**src/rtl/vga_timing_pkg.sv**
```systemverilog
`default_nettype none
// ============================================================================
// Module      : vga_timing_pkg
// Description : Default 640x480@60 raster constants and the shared coordinate
//               type for the VGA timing generator.
// Revision    : 1.0 - initial release
// ============================================================================
package vga_timing_pkg;

    localparam int H_VISIBLE_DEF = 640;
    localparam int H_FRONT_DEF   = 16;
    localparam int H_SYNC_DEF    = 96;
    localparam int H_BACK_DEF    = 48;
    localparam int V_VISIBLE_DEF = 480;
    localparam int V_FRONT_DEF   = 10;
    localparam int V_SYNC_DEF    = 2;
    localparam int V_BACK_DEF    = 33;

    localparam int H_TOTAL_DEF = H_VISIBLE_DEF + H_FRONT_DEF + H_SYNC_DEF + H_BACK_DEF;
    localparam int V_TOTAL_DEF = V_VISIBLE_DEF + V_FRONT_DEF + V_SYNC_DEF + V_BACK_DEF;

    localparam int COORD_RANGE = 1024;

    typedef logic [9:0] coord_t;

    // Half-open window test [lo, hi) on unsigned 10-bit coordinates.
    function automatic logic in_window(input coord_t pos, input coord_t lo, input coord_t hi);
        return (pos >= lo) && (pos < hi);
    endfunction

endpackage : vga_timing_pkg
`default_nettype wire

```
**src/rtl/vga_axis_counter.sv**
```systemverilog
`default_nettype none
// ============================================================================
// Module      : vga_axis_counter
// Description : One raster axis: wrapping position counter plus sync/active
//               decode of the value the counter will hold after this edge.
// Revision    : 1.0 - initial release
// ============================================================================
module vga_axis_counter
    import vga_timing_pkg::*;
#(
    parameter int VISIBLE = H_VISIBLE_DEF,
    parameter int FRONT   = H_FRONT_DEF,
    parameter int SYNC    = H_SYNC_DEF,
    parameter int BACK    = H_BACK_DEF
) (
    input  logic   vga_clk,
    input  logic   reset,
    input  logic   en,
    output coord_t pos,
    output coord_t next_pos,
    output logic   wrap,
    output logic   sync_n_next,
    output logic   active_next
);

    localparam int     TOTAL      = VISIBLE + FRONT + SYNC + BACK;
    localparam coord_t c_LAST     = coord_t'(TOTAL - 1);
    localparam coord_t c_VIS_END  = coord_t'(VISIBLE);
    localparam coord_t c_SYNC_LO  = coord_t'(VISIBLE + FRONT);
    localparam coord_t c_SYNC_HI  = coord_t'(VISIBLE + FRONT + SYNC);

    coord_t r_pos;
    coord_t w_next;
    logic   w_wrap;

    // Reset is folded into the next value so the decodes below already
    // describe the post-reset position.
    always_comb begin
        w_wrap = en && (r_pos == c_LAST);
        w_next = r_pos;
        if (reset) begin
            w_next = '0;
        end else if (w_wrap) begin
            w_next = '0;
        end else if (en) begin
            w_next = r_pos + coord_t'(1);
        end
    end

    always_ff @(posedge vga_clk) begin
        r_pos <= w_next;
    end

    assign pos         = r_pos;
    assign next_pos    = w_next;
    assign wrap        = w_wrap;
    assign sync_n_next = ~in_window(w_next, c_SYNC_LO, c_SYNC_HI);
    assign active_next = (w_next < c_VIS_END);

endmodule : vga_axis_counter
`default_nettype wire

```
**src/rtl/vga_timing_gen.sv**
```systemverilog
`default_nettype none
// ============================================================================
// Module      : vga_timing_gen
// Description : 640x480@60 raster timing: DrawX/DrawY, hs/vs, blank, strobes.
//               Optional macro VGA_FRAME_COUNT_EN adds a 16-bit frame counter.
// Revision    : 1.0 - initial release
// ============================================================================
module vga_timing_gen
    import vga_timing_pkg::*;
#(
    parameter int H_VISIBLE = H_VISIBLE_DEF,
    parameter int H_FRONT   = H_FRONT_DEF,
    parameter int H_SYNC    = H_SYNC_DEF,
    parameter int H_BACK    = H_BACK_DEF,
    parameter int V_VISIBLE = V_VISIBLE_DEF,
    parameter int V_FRONT   = V_FRONT_DEF,
    parameter int V_SYNC    = V_SYNC_DEF,
    parameter int V_BACK    = V_BACK_DEF
) (
    input  logic        vga_clk,
    input  logic        reset,
    output coord_t      DrawX,
    output coord_t      DrawY,
    output logic        hs,
    output logic        vs,
    output logic        blank,
    output logic        line_start,
    output logic        frame_start
`ifdef VGA_FRAME_COUNT_EN
    ,
    output logic [15:0] frame_count
`endif
);

    localparam int H_TOTAL = H_VISIBLE + H_FRONT + H_SYNC + H_BACK;
    localparam int V_TOTAL = V_VISIBLE + V_FRONT + V_SYNC + V_BACK;

    generate
        if (H_TOTAL > COORD_RANGE) begin : g_h_total_check
            $error("vga_timing_gen: H_TOTAL %0d exceeds 10-bit range", H_TOTAL);
        end
        if (V_TOTAL > COORD_RANGE) begin : g_v_total_check
            $error("vga_timing_gen: V_TOTAL %0d exceeds 10-bit range", V_TOTAL);
        end
    endgenerate

    coord_t w_hc;
    coord_t w_vc;
    coord_t w_hc_next;
    coord_t w_vc_next;
    logic   w_h_wrap;
    logic   w_v_wrap_unused;
    logic   w_h_sync_n_next;
    logic   w_v_sync_n_next;
    logic   w_h_active_next;
    logic   w_v_active_next;
    logic   w_line_start_next;
    logic   w_frame_start_next;

    logic   r_hs;
    logic   r_vs;
    logic   r_blank;
    logic   r_line_start;
    logic   r_frame_start;

    vga_axis_counter #(
        .VISIBLE (H_VISIBLE),
        .FRONT   (H_FRONT),
        .SYNC    (H_SYNC),
        .BACK    (H_BACK)
    ) u_h_axis (
        .vga_clk     (vga_clk),
        .reset       (reset),
        .en          (1'b1),
        .pos         (w_hc),
        .next_pos    (w_hc_next),
        .wrap        (w_h_wrap),
        .sync_n_next (w_h_sync_n_next),
        .active_next (w_h_active_next)
    );

    vga_axis_counter #(
        .VISIBLE (V_VISIBLE),
        .FRONT   (V_FRONT),
        .SYNC    (V_SYNC),
        .BACK    (V_BACK)
    ) u_v_axis (
        .vga_clk     (vga_clk),
        .reset       (reset),
        .en          (w_h_wrap),
        .pos         (w_vc),
        .next_pos    (w_vc_next),
        .wrap        (w_v_wrap_unused),
        .sync_n_next (w_v_sync_n_next),
        .active_next (w_v_active_next)
    );

    assign w_line_start_next  = (w_hc_next == '0);
    assign w_frame_start_next = w_line_start_next && (w_vc_next == '0);

    // Decodes come from next-state counters, so after the edge they line up
    // with DrawX/DrawY without any pipeline skew.
    always_ff @(posedge vga_clk) begin
        if (reset) begin
            r_hs          <= 1'b1;
            r_vs          <= 1'b1;
            r_blank       <= 1'b1;
            r_line_start  <= 1'b0;
            r_frame_start <= 1'b0;
        end else begin
            r_hs          <= w_h_sync_n_next;
            r_vs          <= w_v_sync_n_next;
            r_blank       <= w_h_active_next && w_v_active_next;
            r_line_start  <= w_line_start_next;
            r_frame_start <= w_frame_start_next;
        end
    end

`ifdef VGA_FRAME_COUNT_EN
    logic [15:0] r_frame_count;

    always_ff @(posedge vga_clk) begin
        if (reset) begin
            r_frame_count <= '0;
        end else if (w_frame_start_next) begin
            r_frame_count <= r_frame_count + 16'd1;
        end
    end

    assign frame_count = r_frame_count;
`endif

    assign DrawX       = w_hc;
    assign DrawY       = w_vc;
    assign hs          = r_hs;
    assign vs          = r_vs;
    assign blank       = r_blank;
    assign line_start  = r_line_start;
    assign frame_start = r_frame_start;

endmodule : vga_timing_gen
`default_nettype wire
```
**config.mk**
```make
export PLATFORM = sky130hd
export DESIGN_NAME = vga_timing_gen
export DESIGN_NICKNAME = d
export VERILOG_FILES = /design/src/rtl/vga_timing_pkg.sv /design/src/rtl/vga_axis_counter.sv /design/src/rtl/vga_timing_gen.sv
export SDC_FILE = /design/constraint.sdc
export NUM_CORES = 1
export LEC_CHECK = 0
export BUFFER_PORTS_ARGS = -buffer_cell sky130_fd_sc_hd__buf_2
export CORE_ASPECT_RATIO = 0.75
export CORE_UTILIZATION = 55
export CTS_CLUSTER_SIZE = 20
export DETAILED_ROUTE_END_ITERATION = 16
export PLACE_DENSITY = 0.88
export SLEW_MARGIN = 20
export SYNTH_ARGS = -nofsm -noshare
export SYNTH_HDL_FRONTEND = slang
export SYNTH_SLANG_ARGS = --single-unit
```
**constraint.sdc**
```tcl
create_clock -name vga_clk -period 2.8 [get_ports vga_clk]
set_clock_uncertainty 0.2 [all_clocks]
set_input_delay 0.56 -clock vga_clk [delete_from_list [all_inputs] [get_ports vga_clk]]
set_output_delay 0.56 -clock vga_clk [all_outputs]
set_load 0.02 [all_outputs]
```
# Yosys cells after proc, flatten, opt, wreduce, memory -nomap -nowiden
# Cells that the tools add are included.
dict set report op_classes {
  bitwise 2
  n_reduce_logical 7
  order_cmp 6
  muxes 5
  n_addsub 2
  n_eq_ne 2
}
# op count
set ops {}
lappend ops {{10-bit 2-to-1 mux} 5}
lappend ops {{10-bit by 1-bit adder with 10-bit output (second input constant)} 2}
lappend ops {{10-bit == test (second input constant)} 2}
lappend ops {{10-bit zero test} 2}
lappend ops {{10-bit less-than comparator (second input constant)} 2}
lappend ops {{10-bit by 9-bit less-than comparator with 1-bit output (second input constant)} 2}
lappend ops {{10-bit >= comparator (second input constant)} 1}
lappend ops {{10-bit by 9-bit >= comparator with 1-bit output (second input constant)} 1}
lappend ops {{1-bit logical AND} 5}
lappend ops {{1-bit NOT} 2}
dict set report word_totals {
  input_bits 2
  output_inout_bits 25
  reg_bits 25
  wordCells 31
}

# Depth between registers and ports, before layout
# Gate-level depths: netlist (run 1).
dict set report depth {
  depth_word 7
  depth_mapped 9
}

# Modules after synthesis
# Synthesis (run 1) repeated with hierarchy kept, for this count alone.
dict set report unflattened {
  cells_unflattened 169
  area_unflattened_um2 1466.4
}
# mod area_each_um2 cells_per_inst instances
set modules_own_cells {}
lappend modules_own_cells {{vga_axis_counter (u_h_axis)} 650.6 77 1}
lappend modules_own_cells {{vga_axis_counter (u_v_axis)} 634.4 75 1}
lappend modules_own_cells {vga_timing_gen 181.4 17 1}

# Worst setup path before layout (run 1)
# OpenSTA, ideal clock, no wires.
dict set report synth_path {
  path_kind {reg2reg}
  startpoint {register u_h_axis.r_pos[5] (netlist: u_h_axis.pos[5])}
  endpoint {register r_frame_start (netlist: frame_start)}
  setup_time_ns 0.070
  stages_incl_launch_ff 10
  arrival_time_ns 2.253
  path_buffers 3
  synth_period_minus_slack_ns 2.523
  required_time_ns 2.530
  path_slack_ns 0.277
  cell_sequence {dfxtp_1 > buf_6 > or3_4 > buf_6 > or3_4 > buf_6 > o31a_1 > nor3_1 > nand4_1 > a21boi_1}
}
dict set report synth_between {
  elab_chain_len 6
}
# item line
set synth_lines {}
lappend synth_lines {{start, declared} vga_axis_counter.sv:32} ;# coord_t r_pos;
lappend synth_lines {{start signal, assigned} vga_axis_counter.sv:51} ;# r_pos <= w_next;
lappend synth_lines {{parallel branches: the longest is 5 deep, another holds 10-bit by 1-bit adder with 10-bit output} n/a}
lappend synth_lines {{1-bit logical AND *} vga_timing_gen.sv:99} ;# assign w_frame_start_next = w_line_start_next && (w_vc_next == '0);
lappend synth_lines {{end signal, assigned} vga_timing_gen.sv:115} ;# r_frame_start <= w_frame_start_next;
lappend synth_lines {{end, declared} vga_timing_gen.sv:64} ;# logic r_frame_start;
# Mark *: on every way between the ends.
# A chain may end at the register's enable or synchronous reset.

# Worst setup path after layout (run 1)
dict set report layout_path {
  startpoint {register u_h_axis.r_pos[5] (netlist: u_h_axis.pos[5])}
  endpoint {register r_vs (netlist: vs)}
}
dict set report layout_between {
  elab_chain_len 7
}
# item line
set layout_lines {}
lappend layout_lines {{10-bit == test *} vga_axis_counter.sv:39} ;# w_wrap = en && (r_pos == c_LAST);
lappend layout_lines {{10-bit 2-to-1 mux / 1-bit logical AND (equally long branches)} {vga_axis_counter.sv:45, vga_axis_counter.sv:39}}
lappend layout_lines {{10-bit 2-to-1 mux *} vga_axis_counter.sv:43} ;# end else if (w_wrap) begin
lappend layout_lines {{10-bit 2-to-1 mux *} vga_axis_counter.sv:41} ;# if (reset) begin
lappend layout_lines {{10-bit by 9-bit >= comparator with 1-bit output / 10-bit by 9-bit less-than comparator with 1-bit output (equally long branches)} vga_timing_pkg.sv:28} ;# return (pos >= lo) && (pos < hi);
lappend layout_lines {{1-bit logical AND *} vga_timing_pkg.sv:28}
lappend layout_lines {{1-bit NOT *} vga_axis_counter.sv:57} ;# assign sync_n_next = ~in_window(w_next, c_SYNC_LO, c_SYNC_HI);
lappend layout_lines {{end signal, assigned} vga_timing_gen.sv:112} ;# r_vs <= w_v_sync_n_next;
lappend layout_lines {{end, declared} vga_timing_gen.sv:61} ;# logic r_vs;
# Every way passes the cells marked *; elsewhere a longest branch is shown, timed or not.

==> impl_results.md, run 1 <==
* Status: finished, final reports clean
* Mapped Area at 1480 um^2
* Cells after Synth at 185
* R2R cell count at 6
* Pleak at 0.640 nW
* Routed vias/inst at 6.12
* Reg2reg setup slack at 140 ps
* Worst slew margin at 51.0%
* Antenna-violating nets left at 0
* CTS tree: yes
* Hold WC Path Type: reg -> reg
* CORE AREA at 2420 um^2
* Max-cap violations at 0
* Die X at 61.9 um
* Tot Pwr at 0.564 mW
* Routed Wire Length at 3470 um
* Switch Pwr at 0.135 mW
* Final Cell Area at 1650 um^2
* Worst-Margin Slew at 728 ps
* Reg-to-reg critical path startpoint: u_h_axis.pos[5]$_DFF_P_
* Placed inst area at 1620 um^2
* Hold Path Stages at 1
* Initial antenna violation count at 0
* Gpl congestion at 0.959
* Clock power frac at 28.5%
* CTS H-tree depth at 1
* Sequential power share at 65.1%
* TritonCTS Buffers at 3
* RSZ-0062 raised after global routing: no
* IO buf count at 26
* CP Launch Point: u_h_axis.pos[5]$_DFF_P_
* P_int at 0.429 mW
* Share of cells above drive strength 1 at 19.9%
* Seq/Total Area, Yosys at 33.8%
* Postcts setup bufs at 0
* Period minus WS final at 2660 ps
* Final setup vio count at 0
* Post-synth EDFFs at 0
* Worst Hold Launch: u_h_axis.pos[0]$_DFF_P_
* Fin crit share at 94.9%
* Pwr/cell area at 343 nW/um^2
* Io pins at 27
* Syn nets at 190
* Die area at 2900 um^2
* Most common cell after layout, fill and taps aside: buf_2
* Global-route wire length before repair at 5580 um
* Critical path class: reg -> reg
* Starting Density at 61.1%
* Total track usage at 27.1%
* FFs w/ async S/R, synth at 0%
* Critical path launch point type: flop
* Combinational share of power at 6.4%
* Drt initial violations at 91
* Area delta synth->final at 11.2%
* Most frequent cells in the layout: buf_2, dfxtp_1, nor2_1
* Root buf cell: clkbuf_4
* Post_cts resized at 0
* Worst-path fanout max at 13
* CP Data Arrival Time at 2680 ps
* Max clock buf depth at 2
* Ys flop type: dfxtp_1
* Switching share of total power at 23.9%
* Peak supply drop at 0.000309 V
* Post-Syn Area per Cell at 8.00 um^2
* Clock latency on the worst-skew pair at 320 ps
* # DRC at 0
* Hold EP: u_h_axis.pos[0]$_DFF_P_
* Final-report max-slew violation count at 0
* # diodes at 0
* DR pass1 iterations at 5
* Global route total overflow at 0
* Routed len/inst at 14.4 um
* Vias post-DR at 1468
* Largest net degree at the start of global routing at 17
* Yosys reg bits at 25
* Setup total negative slack at 0 ps
* DIE HEIGHT at 46.9 um
* Row count at 15
* DPL Wire Length at 2600 um
* Max Fclk at 0.376 GHz
* Yosys cell types at 42
* Fill count at 207
* Final net count at 212
* CP Data Required Time at 2820 ps
* Hold buffers post-CTS at 0
* Hold Violations, Final at 0
* Crit path capture type: flop
* Yosys Warn Count at 0
* Clock sink total at 25
* Number of global-route vias before repair at 1168
* R2R Path End: vs$_SDFF_PP1_
* Clock slew at reported path FFs at 140 ps
## how the worst max path moves through the flow
stage	to	depth (start not counted)	slack, ps
after global placement	frame_start$_SDFF_PP0_	6	340
after detailed placement	vs$_SDFF_PP1_	6	220
final	vs$_SDFF_PP1_	6	140
after CTS	vs$_SDFF_PP1_	6	190
after floorplan	frame_start$_SDFF_PP0_	9	280
after global routing	vs$_SDFF_PP1_	6	6
## kinds of logic after synthesis
logic type	count (synthesis)	share of synthesized area (%)
multiplexers	2	1.35
AO/OA/AOI/OAI	28	13.0
flip-flops	25	33.8
XOR/XNOR	16	9.47
adder cells (fa/ha/maj)	3	2.54
AND/OR/NAND/NOR	92	33.4
buffers and inverters	19	6.42
## sequential cells by signal, summed over array words and instances, names as in the netlist
name and cells:
hs 1, u_v_axis.pos 10, u_h_axis.pos 10, blank 1, line_start 1, vs 1, frame_start 1
## cells in the mapped netlist, types with 2 or more instances
cell,n,share of area (%)
a21oi_1,7,2.4
a31oi_1,2,0.85
and2_1,3,1.3
and3_1,2,0.85
and3b_1,2,1.2
and4_1,3,1.8
buf_6,3,2.3
clkbuf_1,11,2.8
dfxtp_1,25,34
ha_1,3,2.5
inv_1,4,1.0
mux2i_1,2,1.4
nand2_1,14,3.6
nand2b_1,2,0.85
nand3_1,8,2.7
nand4_1,7,3.0
nor2_1,22,5.6
nor3_1,12,4.1
nor3_2,2,1.4
nor4_1,6,2.5
o21a_1,2,1.0
o21ai_0,4,1.4
o31a_1,2,1.2
or3_1,2,0.85
or3_4,2,1.5
or4_1,3,1.5
xnor2_1,10,5.9
xor2_1,6,3.6
## per-layer routing
layer	global-route usage, %	part of all wire [%]	vias to the layer above
met1	39.9	45	673
met3	6.89	12	4
met5	0	0	-
met2	39.8	42	84
li1	-	-	707
met4	6.22	0.78	0
## stage by stage
step | setup slack [ps] | hold WS (ps) | cells | utilization, %
after global placement | 339 | 302 | 236 | 66.8
after CTS | 191 | 354 | 240 | 68.0
after global routing | 5.55 | 387 | 240 | 68.0
final | 143 | 354 | 240 | 68.0
after detailed placement | 216 | 334 | 236 | 66.8
after floorplan | 277 | 405 | 185 | -
## power by group through the flow
stage          Clock (mW)  Combinational [mW]  Sequential, mW
6_report            0.160              0.0361           0.367
5_1_grt             0.179              0.0397           0.369
4_1_cts             0.165              0.0360           0.367
3_5_place_dp            0              0.0359           0.375
3_3_place_gp            0              0.0352           0.375
2_1_floorplan           0              0.0190           0.380
## final cells by class
| type | count | area [um^2] | share of cell area (%) |
|---|---|---|---|
| clock buffers | 3 | 22.5 | 1.37 |
| clock inverters | 1 | 5.00 | 0.304 |
| inverters | 4 | 15.0 | 0.913 |
| multi-input cells | 141 | 885 | 53.8 |
| flip-flops and latches | 25 | 500 | 30.4 |
| well taps | 34 | 42.5 | 2.59 |
| repair buffers | 32 | 175 | 10.6 |
## worst max-delay path, stage by stage (launching register included)
cell,delay (ps)
dfxtp_1,460
or3_4,470
or3_4,480
nor4_1,490
o211ai_1,180
nor3_2,170
nand4_1,100
Power figures use the tool's default switching activity.
==> inputs of run 2 (changes only) <==
Settings changed: PLACE_DENSITY 0.88 to unset, PLACE_DENSITY_LB_ADDON set to 0.12, SKIP_CTS_REPAIR_TIMING set to 1.
==> run 2 against run 1 <==
  * Critical path depth unchanged
  * Non-clock buffer count stayed put
  * Critical endpoint is now frame_start$_SDFF_PP0_
  * Cell area increased by 0.38%
  * Sequential share of layout area shrank 0.12 points
  * Sequential cell count did not move
  * Clock-buffer cell count unchanged
  * Setup slack better by 1.6 ps
  * Global-route usage fell by 1.3 points
  * Via count down 3.3%
  * Clock power down 3%
==> impl_results.md, run 2 (synthesis results as in run 1) <==
* CP Data Arrival Time at 2700 ps (+20 ps)
* Total track usage at 25.8% (-1.3 points)
* Tot Pwr at 0.558 mW (-0.93%)
* Max stage delay on crit path at 480 ps (about the same)
* Number of global-route vias before repair at 1121 (-4.0%)
* Vias post-DR at 1420 (-3.3%)
* Worst slew margin at 60.2% (+9.1 points)
* Max-cap violations at 0 (unchanged)
* Largest net degree at the start of global routing at 17 (unchanged)
* Crit path capture type: flop
* Drt initial violations at 79 (-13%)
* CTS tree: yes
* IO buf count at 26 (unchanged)
* Clock sink total at 25 (unchanged)
* Max Fclk at 0.377 GHz (about the same)
* Switch Pwr at 0.130 mW (-3.7%)
* Combinational share of power at 6.6% (+0.2 points)
* Hold Violations, Final at 0 (unchanged)
* Starting Density at 61.1% (unchanged)
* Clock slew at reported path FFs at 130 ps (about the same)
* # diodes at 0 (unchanged)
* Fin crit share at 94.8% (about the same)
* Status: finished, final reports clean
* Die area at 2900 um^2 (unchanged)
* DR pass1 iterations at 4 (-1)
* Pwr/cell area at 338 nW/um^2 (-1.3%)
* Die X at 61.9 um (unchanged)
* Util after Layout at 68.2% (+0.26 points)
* CP cell instances: or3_4 -> or3_4 -> o31a_1 -> nor4_1 -> nand4_1 -> a21boi_1
* Initial antenna violation count at 0 (unchanged)
* Global-route wire length before repair at 5350 um (-4.1%)
* Slowest library cell on the worst path: or3_4
* Area delta synth->final at 11.6%
* Final net count at 212 (unchanged)
* Final setup vio count at 0 (unchanged)
* Setup total negative slack at 0 ps (unchanged)
* DIE HEIGHT at 46.9 um (unchanged)
* Row count at 15 (unchanged)
* Worst-path fanout max at 13 (unchanged)
* Worst-Margin Slew at 592 ps (-136 ps)
* # DRC at 0 (unchanged)
* Most frequent cells in the layout: buf_2, dfxtp_1, nor2_1
* CP most frequent cell: or3_4
* Placed inst area at 1620 um^2 (unchanged)
* Period minus WS final at 2660 ps (-1.60 ps)
* Cell total after placement at 236 (unchanged)
* Final-report max-slew violation count at 0 (unchanged)
* Antenna-violating nets left at 0 (unchanged)
* Sequential power share at 65.7% (+0.6 points)
* Critical path class: reg -> reg
* Clock power frac at 27.7% (-0.8 points)
* Routed len/inst at 14.3 um (-0.69%)
* Finished Layout Cells at 240 (unchanged)
* Switching share of total power at 23.2% (-0.66 points)
* CP Data Required Time at 2850 ps (+30 ps)
* RSZ-0062 raised after global routing: no
* Routed vias/inst at 5.92 (-3.3%)
* Final Cell Area at 1650 um^2 (+0.38%)
* P_int at 0.429 mW (about the same)
* Pleak at 0.640 nW (about the same)
* Routed Wire Length at 3440 um (-0.69%)
* Global route total overflow at 0 (unchanged)
* Peak supply drop at 0.000278 V (-10%)
* Hold WC Path Type: reg -> reg
* Io pins at 27 (unchanged)
* CTS H-tree depth at 1 (unchanged)
* Clock latency on the worst-skew pair at 310 ps (about the same)
* Gpl congestion at 0.961 (+0.15%)
* Critical path launch point type: flop
* CORE AREA at 2420 um^2 (unchanged)
* Most common cell after layout, fill and taps aside: buf_2
* Share of cells above drive strength 1 at 20.4% (+0.49 points)
* DPL Wire Length at 2620 um (+0.83%)
* Max clock buf depth at 2 (unchanged)
* TritonCTS Buffers at 3 (unchanged)
* Root buf cell: clkbuf_4
-- run 2: cell counts in the layout (fill, tap and decap cells not counted) --
Identical to the previous run, type by type.
-- run 2: power groups by stage --
stage	Clock (mW)	Sequential (mW)	Combinational (mW)
CTS	0.162	0.367	0.0360
finish	0.155	0.367	0.0366
global placement	0	0.374	0.0356
detailed placement	0	0.375	0.0360
floorplan	0	0.380	0.0190
global route	0.177	0.369	0.0405
-- run 2: final cells by class --
cell class / count / area, um^2
Clock inverter: 1 / 5.00
Fill cell: 210 / 769
Tap cell: 34 / 42.5
Timing Repair Buffer: 32 / 175
Sequential cell: 25 / 500
Multi-Input combinational cell: 141 / 891
Clock buffer: 3 / 22.5
Inverter: 4 / 15.0
-- run 2: layer usage --
layer / vias to the layer above / global-route usage [%] / wire length, um
met4: 0 / 6.22 / 30
met2: 50 / 34.2 / 1380
met5: - / 0 / 0
li1: 711 / - / -
met1: 655 / 40.6 / 1800
met3: 4 / 6.61 / 227
-- run 2: final timing paths --
| check | depth (start not counted) | slack, ps | from | to |
|---|---|---|---|---|
| max | 6 | 140 | u_h_axis.pos[5]$_DFF_P_ | frame_start$_SDFF_PP0_ |
| min reg2reg | 1 | 340 | u_h_axis.pos[0]$_DFF_P_ | u_h_axis.pos[0]$_DFF_P_ |
| min | 1 | 340 | u_h_axis.pos[0]$_DFF_P_ | u_h_axis.pos[0]$_DFF_P_ |
| max reg2reg | 6 | 140 | u_h_axis.pos[5]$_DFF_P_ | frame_start$_SDFF_PP0_ |
-- run 2: critical path, delay by kind of cell (launching register included) --
family,cells,cell delay (ps)
AOI/OAI and AO/OA,2,540
and+or+nand+nor,4,1390
DFF,1,450
-- run 2: through the flow --
stage | hold WS, ps | setup slack, ps
floorplan | 405 | 277
CTS | 345 | 195
detailed placement | 324 | 210
finish | 339 | 145
global route | 385 | 4.10
global placement | 299 | 334
